==> config.mk <==
export PLATFORM = sky130hd
export DESIGN_NAME = two_way_cache
export DESIGN_NICKNAME = d
export VERILOG_FILES = /design/src/rtl/two_way_cache.sv
export SDC_FILE = /design/constraint.sdc
export NUM_CORES = 1
export LEC_CHECK = 0
export BUFFER_PORTS_ARGS = -buffer_cell sky130_fd_sc_hd__buf_2
export CAP_MARGIN = 40
export CORE_UTILIZATION = 40
export CTS_CLUSTER_DIAMETER = 50
export DETAILED_ROUTE_END_ITERATION = 7
export PLACE_DENSITY = 0.57
export SLEW_MARGIN = 20
export SYNTH_ARGS = -nofsm -noshare
export SYNTH_HDL_FRONTEND = slang
export SYNTH_SLANG_ARGS = --single-unit
==> constraint.sdc <==
create_clock -name clk -period 7.5 [get_ports clk]
set_clock_uncertainty 0.1 [all_clocks]
set_input_delay 1.125 -clock clk [delete_from_list [all_inputs] [get_ports clk]]
set_output_delay 1.125 -clock clk [all_outputs]
set_load 0.1 [all_outputs]
==> src/rtl/two_way_cache.sv <==
// two_way_cache: 2-way set-associative, write-through, no-write-allocate cache with per-set LRU bit.
// Define CACHE_STATS_EN to add hit_count/miss_count read-statistics outputs.

module two_way_cache_way #(
  parameter int DATA_WIDTH = 32,
  parameter int SET_WIDTH  = 2,
  parameter int TAG_WIDTH  = 28
) (
  input  logic                  clk,
  input  logic                  rst,
  input  logic [SET_WIDTH-1:0]  set,
  input  logic                  fill,
  input  logic                  wr,
  input  logic [TAG_WIDTH-1:0]  tag_in,
  input  logic [DATA_WIDTH-1:0] data_in,
  output logic                  valid,
  output logic [TAG_WIDTH-1:0]  tag,
  output logic [DATA_WIDTH-1:0] data
);
  localparam int SETS = 1 << SET_WIDTH;

  logic [SETS-1:0]       valid_q;
  logic [TAG_WIDTH-1:0]  tag_q  [SETS];
  logic [DATA_WIDTH-1:0] data_q [SETS];

  always_ff @(posedge clk) begin
    if (rst)       valid_q      <= '0;
    else if (fill) valid_q[set] <= 1'b1;
  end

  // tag/data arrays carry no reset; enables arrive already gated by rst
  always_ff @(posedge clk) begin
    if (fill)       tag_q[set]  <= tag_in;
    if (fill || wr) data_q[set] <= data_in;
  end

  assign valid = valid_q[set];
  assign tag   = tag_q[set];
  assign data  = data_q[set];
endmodule

module two_way_cache #(
  parameter int DATA_WIDTH = 32,
  parameter int SET_WIDTH  = 2
) (
  input  logic                  clk,
  input  logic                  rst,
  input  logic                  req_valid,
  input  logic                  we,
  input  logic [DATA_WIDTH-1:0] address,
  input  logic [DATA_WIDTH-1:0] datain,
  output logic [DATA_WIDTH-1:0] dataout,
  output logic                  ready,
  output logic                  hit,
  output logic                  mem_req,
  output logic                  mem_we,
  output logic [DATA_WIDTH-1:0] mem_addr,
  output logic [DATA_WIDTH-1:0] mem_wdata,
  input  logic [DATA_WIDTH-1:0] mem_rdata,
  input  logic                  mem_ack
`ifdef CACHE_STATS_EN
  ,
  output logic [31:0]           hit_count,
  output logic [31:0]           miss_count
`endif
);
  localparam int TAG_WIDTH = DATA_WIDTH - SET_WIDTH - 2;
  localparam int SETS      = 1 << SET_WIDTH;

  typedef enum logic [1:0] {IDLE, FILL, WRITE} state_t;

  state_t state, next_state;

  logic [SET_WIDTH-1:0]       set;
  logic [TAG_WIDTH-1:0]       tag;
  logic [1:0]                 way_valid;
  logic [1:0][TAG_WIDTH-1:0]  way_tag;
  logic [1:0][DATA_WIDTH-1:0] way_data;
  logic [1:0]                 hit_vec, fill_en, wr_en;
  logic                       hit_way, victim;
  logic [DATA_WIDTH-1:0]      way_wdata;
  logic [SETS-1:0]            lru;
  logic                       lru_upd, lru_new;
  logic                       cnt_hit, cnt_fill;
  logic                       unused_addr_lsb;

  assign set             = address[SET_WIDTH+1:2];
  assign tag             = address[DATA_WIDTH-1:SET_WIDTH+2];
  assign unused_addr_lsb = &{1'b0, address[1:0]};
  assign way_wdata       = (state == FILL) ? mem_rdata : datain;

  for (genvar w = 0; w < 2; w++) begin : g_way
    two_way_cache_way #(
      .DATA_WIDTH(DATA_WIDTH), .SET_WIDTH(SET_WIDTH), .TAG_WIDTH(TAG_WIDTH)
    ) u_way (
      .clk(clk), .rst(rst), .set(set),
      .fill(fill_en[w]), .wr(wr_en[w]),
      .tag_in(tag), .data_in(way_wdata),
      .valid(way_valid[w]), .tag(way_tag[w]), .data(way_data[w])
    );
    assign hit_vec[w] = !rst && way_valid[w] && (way_tag[w] == tag);
  end

  // at most one way can match, so way1's match bit doubles as the way index
  assign hit_way = hit_vec[1];
  assign hit     = |hit_vec;
  assign victim  = !way_valid[0] ? 1'b0 : (!way_valid[1] ? 1'b1 : lru[set]);

  assign mem_req   = (state != IDLE);
  assign mem_we    = (state == WRITE);
  assign mem_addr  = mem_req ? address : '0;
  assign mem_wdata = mem_req ? datain  : '0;

  always_ff @(posedge clk) begin
    if (rst) state <= IDLE;
    else     state <= next_state;
  end

  always_ff @(posedge clk) begin
    if (rst)          lru      <= '0;
    else if (lru_upd) lru[set] <= lru_new;
  end

  always_comb begin
    next_state = state;
    ready      = 1'b0;
    dataout    = '0;
    fill_en    = '0;
    wr_en      = '0;
    lru_upd    = 1'b0;
    lru_new    = 1'b0;
    cnt_hit    = 1'b0;
    cnt_fill   = 1'b0;
    case (state)
      IDLE: if (req_valid) begin
        if (we) next_state = WRITE;
        else if (hit) begin
          ready   = 1'b1;
          dataout = way_data[hit_way];
          lru_upd = 1'b1;
          lru_new = ~hit_way;
          cnt_hit = 1'b1;
        end else next_state = FILL;
      end
      FILL: if (mem_ack) begin
        ready           = 1'b1;
        dataout         = mem_rdata;
        fill_en[victim] = 1'b1;
        lru_upd         = 1'b1;
        lru_new         = ~victim;
        cnt_fill        = 1'b1;
        next_state      = IDLE;
      end
      WRITE: if (mem_ack) begin
        ready = 1'b1;
        if (hit) begin
          wr_en[hit_way] = 1'b1;
          lru_upd        = 1'b1;
          lru_new        = ~hit_way;
        end
        next_state = IDLE;
      end
      default: next_state = IDLE;
    endcase
    // a reset edge abandons any transaction without touching the arrays
    if (rst) begin
      ready    = 1'b0;
      dataout  = '0;
      fill_en  = '0;
      wr_en    = '0;
      lru_upd  = 1'b0;
      cnt_hit  = 1'b0;
      cnt_fill = 1'b0;
    end
  end

`ifdef CACHE_STATS_EN
  always_ff @(posedge clk) begin
    if (rst) begin
      hit_count  <= '0;
      miss_count <= '0;
    end else begin
      if (cnt_hit)  hit_count  <= hit_count + 32'd1;
      if (cnt_fill) miss_count <= miss_count + 32'd1;
    end
  end
`endif
endmodule

* Word level (Yosys, flattened, before mapping)
Memories as Yosys holds them, arrays and structs flattened. Cells that the tools add are included.
Storage, ports and cells: register bits 14, memory bits (writable) 480, input port bits 101, output and inout bits 100, logic and storage cells 101, memories 4
Cells by class: order comparisons 6, equal/unequal tests 7, mux-type cells 61, bitwise operators 4, reductions and logical operators 15
Memories:
- g_way[0].u_way.data_q | depth 4, width 32, read ports 1, clocked after memory_dff 0, write ports 1, RTL line 24 | logic [DATA_WIDTH-1:0] data_q [SETS];
- g_way[1].u_way.data_q | depth 4, width 32, read ports 1, clocked after memory_dff 0, write ports 1, RTL line 24
- g_way[0].u_way.tag_q | depth 4, width 28, read ports 1, clocked after memory_dff 0, write ports 1, RTL line 23 | logic [TAG_WIDTH-1:0] tag_q [SETS];
- g_way[1].u_way.tag_q | depth 4, width 28, read ports 1, clocked after memory_dff 0, write ports 1, RTL line 23
Operators by type and width (number):
- $mux W32 | 10
- $pmux W32 S2 | 1
- $eq A28 B28 Y1 | 2
- $mux W1 | 28
- $mux W2 | 11
- $or A4 B4 Y4 | 2
- $logic_and A1 B1 Y1 | 7
- $bmux W1 S2 | 3
- $pmux W1 S3 | 2
- $bwmux W4 | 1
- $lt A1 B2 Y1 const B | 2
- $pmux W2 S2 | 1
- $reduce_or A2 Y1 | 2
- $lt A2 B3 Y1 const B | 1
- $ne A3 B3 Y1 const B | 1
- $reduce_and A3 Y1 | 1
- $demux W1 S1 | 2
- $demux W1 S2 | 1
- $eq A2 B1 Y1 const B | 1
- $eq A2 B2 Y1 const B | 1
- $ge A1 B1 Y1 const B | 2
- $ge A2 B1 Y1 const B | 1
- $logic_not A2 Y1 | 1
- $logic_or A1 B1 Y1 | 2
- other kinds (6) | 7

* Logic depth before layout (Yosys ltp)
depth in word-level cells 15, depth in mapped cells 16, mapped depth without buffers 10

* Cells and area by module
From an unflattened synthesis, not the netlist that was laid out.
Unflattened totals: cells, all modules 1043, area, all modules 20688.6 sq um
By module, submodules not included:
- two_way_cache_way | times used 2, cells an instance 337, area each 8948.6 sq um, sequential area each 7287.0 sq um
- two_way_cache | times used 1, cells an instance 369, area each 2791.4 sq um, sequential area each 120.1 sq um

* Worst setup path before layout
Ideal clock, no wire load.
path kind input to output, start in address[2], end out dataout[21], arrival 5072 ps, data required time 6275 ps, setup slack 1203 ps, stages 12, buffers on the path 4, cell sequence buf_6 -> buf_6 -> buf_6 -> mux4_2 -> xnor2_1 -> nand2_1 -> or4b_2 -> nor3_2 -> nor2b_2 -> nand3_2 -> buf_6 -> o2bb2ai_1
On the way: word-level cells in the longest chain between the ends 11, elaborated cells between the ends (all ways) 22, those cells by class eq/ne (2); mux (11); reduce/logical (5); memory (4)
RTL lines:
- start: declaration | RTL line 50 | input logic [DATA_WIDTH-1:0] address,
- branches (longest 6 deep; another with $mem_v2 Z4 W28)
- $mux W32 (*) | RTL line 137 | else if (hit) begin
- $mux W32 (*) | RTL line 136 | if (we) next_state = WRITE;
- $mux W32 (*) | RTL line 135 | IDLE: if (req_valid) begin
- $pmux W32 S2 (*) | RTL line 134 | case (state)
- $mux W32 (*) | RTL line 166 | if (rst) begin
- end: declaration | RTL line 52 | output logic [DATA_WIDTH-1:0] dataout,
Mark *: on every way between the ends. The select of a mux whose other input is x is not followed.

* Worst setup path after layout
start in address[2], end out dataout[14]
Same word-level chain as after synthesis.

==> flow_summary.yaml <==
critical_path:
  cp_max_fo: 29
  critPathLaunchType: "primary input"
  crit_end: "dataout[14]"
  critPathLaunch: "address[2]"
  cp.arrival_ps: 5090
  r2r-end: "g_way[1].u_way.data_q[0][9]$_DFFE_PP_"
  worstPathRequired_ps: 6270
  r2r_cells: 10
  r2r_slack_ps: 3170
  endpoint_kind: "primary output"
  criticalPathCategory: "primary input to primary output"
  regToRegStartpoint: "g_way[1].u_way.tag_q[2][21]$_DFFE_PP_"
finish:
  n_fill_cell: 4387
  syn2layout_area_growth_pct: 19.0
  final-seq-area_mm2: 0.0147
  drive_gt1_frac: 0.326
  multi_input_area_mm2: 0.00585
  diodes: 0
  fin_nets: 1534
  fin_util: 0.483
cts:
  clock-root-buffer: "clkbuf_16"
  cts_hold_buf: 0
  clockBufferDepth: 3
  cts-resized-gates: 0
  cts.htree.levels: 2
  clock-sinks: 494
  insertion_delay_ps: 610
  cts_setup_buffers: 0
  numCtsBuffers: 56
  cts.clk_slew.worst_paths_ps: 50
  cts_tree: "done"
place:
  dp_hpwl_mm: 30.2
  numPortBuffers: 200
  routabilityCongestion: 0.790
die:
  io-pin-count: 201
  coreArea_mm2: 0.0515
  rows: 83
  die_y_um: 231
  dieArea_mm2: 0.0532
  start_util: 0.406
  die_w_um: 231
yosys:
  synth_ff_type: "edfxtp_1"
  yosysUniqueCellTypes: 57
  synth.yosys.seq_area_share: 0.703
  yosysMostFrequentCell: "edfxtp_1"
  synth_top_area_share: 0.689
  yosys-top-cells-count: "edfxtp_1, mux4_2, nand3_1, nor2b_1"
  synth_area_leader_cell: "edfxtp_1"
  yosys_warnings: 0
  synth-edff-count: 480
  ys_ff_latch: 494
  syn_nets: 1305
  syn_area_per_cell_um2: 17.4
  netlist_area_mm2: 0.0209
  synth_area_leaders: "edfxtp_1, mux4_2, xnor2_1"
  synth-async-reset-ratio: 0
  netlist_instances: 1200
route:
  drc: 0
  vias: 11500
  avgRoutedWirePerCell_um: 22.6
  via_per_inst: 5.35
  drt_pass1_iterations: 5
  wirelength_mm: 48.6
  dr.first_iter.drc_count: 796
  ant_nets: 0
timing:
  slew_headroom: 0.451
  hold_viol: 0
  worst_pin_slew_ps: 802
  fin_tns_setup_ps: 0
  rsz0062_at_grt: "false"
  fmax_mhz: 158
  finalCriticalPeriod_ps: 6310
  finalSetupViolations: 0
  period_share: 0.842
  drv_slew: 0
run:
  drv_cap: 0
hold_path:
  min_path_type: "register to register"
grt:
  grt_pass1_vias: 11600
  antenna_found_initial: 3
  track_usage: 0.186
  grt_max_degree: 68
  grt_pass1_wl_mm: 73.5
  grt-ovfl-total: 0
pwr:
  leakagePower_uw: 0.00853
  vdd_ir_drop_max_uv: 186
  power.density_mw_per_mm2: 258
outcome:
  run_status: "completed"
==> flip-flops by register name, indices dropped and copies added (netlist names) <==
| signal | count |
|---|---|
| lru | 4 |
| g_way.u_way.data_q | 256 |
| g_way.u_way.tag_q | 224 |
| g_way.u_way.valid_q | 8 |
| state | 2 |
==> worst min path at each step <==
stage	startpoint	endpoint	depth (start not counted)
finish	g_way[1].u_way.valid_q[1]$_SDFFE_PP0P_	g_way[1].u_way.valid_q[1]$_SDFFE_PP0P_	2
global route	g_way[1].u_way.valid_q[1]$_SDFFE_PP0P_	g_way[1].u_way.valid_q[1]$_SDFFE_PP0P_	2
CTS	g_way[1].u_way.valid_q[1]$_SDFFE_PP0P_	g_way[1].u_way.valid_q[1]$_SDFFE_PP0P_	2
detailed placement	g_way[1].u_way.valid_q[1]$_SDFFE_PP0P_	g_way[1].u_way.valid_q[1]$_SDFFE_PP0P_	2
global placement	g_way[1].u_way.valid_q[1]$_SDFFE_PP0P_	g_way[1].u_way.valid_q[1]$_SDFFE_PP0P_	2
floorplan	g_way[1].u_way.valid_q[1]$_SDFFE_PP0P_	g_way[1].u_way.valid_q[1]$_SDFFE_PP0P_	2
==> stage by stage <==
step	cells	total power, µW	setup slack [ps]	hold WS (ps)	area [µm²]
floorplan	1200	3660	1200	340	20900
global placement	2037	3850	870	350	22700
detailed placement	2048	3860	1060	367	23000
CTS	2151	6490	1040	380	24800
global route	2154	6630	862	418	24900
finish	2154	6430	1190	372	24900
==> routing by layer <==
| metal | part of all wire | routed length [µm] | vias up | track usage |
|---|---|---|---|---|
| met3 | 0.049 | 2390 | 70 | 0.0315 |
| met4 | 0.019 | 901 | 4 | 0.0451 |
| li1 | - | - | 5148 | - |
| met2 | 0.48 | 23500 | 298 | 0.301 |
| met5 | 0.00058 | 28 | - | 0 |
| met1 | 0.45 | 21800 | 6008 | 0.262 |
==> worst max-delay path, stage by stage <==
cell	delay (ps)
buf_6	350
buf_16	290
mux4_2	550
xnor2_1	170
nand2_1	150
or4b_2	710
nor3_2	380
nor2b_2	260
nand3_2	90
buf_4	230
o2bb2ai_1	240
buf_2	470
==> layout by cell type (no fill, tap or decap), types with 3 or more instances in the layout <==
cell type / count
edfxtp_1: 480
clkbuf_16: 56
inv_1: 45
bufinv_16: 3
nor2b_1: 66
nor3_1: 3
xor2_1: 8
a2111oi_0: 4
mux4_2: 104
mux2i_1: 33
and3_1: 3
o21ai_0: 13
nor2_1: 31
buf_2: 198
nor2_4: 16
nand3_1: 70
buf_6: 3
nand4_1: 9
buf_12: 5
clkinv_2: 7
mux2_2: 34
xnor2_1: 57
inv_6: 3
a21oi_1: 4
clkinv_4: 3
buf_16: 9
clkbuf_1: 20
nand2_1: 57
o2bb2ai_1: 32
dfxtp_1: 14
buf_4: 19
clkinv_1: 4
or3_1: 3
o21ai_1: 6
==> cell type report <==
class,count,area share
sequential,494,0.591
multi-input combinational,596,0.235
timing repair buffer,234,0.0609
clock buffer,78,0.0604
tap,680,0.0342
clock inverter,25,0.0117
inverter,47,0.00709
==> cell families (layout without fill, tap and decap cells) <==
logic type,after synthesis,in the layout,synth area share
DFF,494,494,0.703
and+or+nand+nor,275,275,0.0672
muxes,171,171,0.146
buffers and inverters,110,384,0.0253
AOI/OAI and AO/OA,81,81,0.0291
xor gates and xnor gates,65,65,0.0272
adders and majority gates,4,4,0.00239
==> where the power goes <==
| group | leakage (µW) | switching [µW] | internal (µW) |
|---|---|---|---|
| sequential | 0.00443 | 3.38 | 3060 |
| clock | 0.000865 | 1100 | 1520 |
| combinational | 0.00324 | 550 | 191 |
| total | 0.00853 | 1650 | 4770 |
No activity file was read; power rests on OpenSTA's default activity.
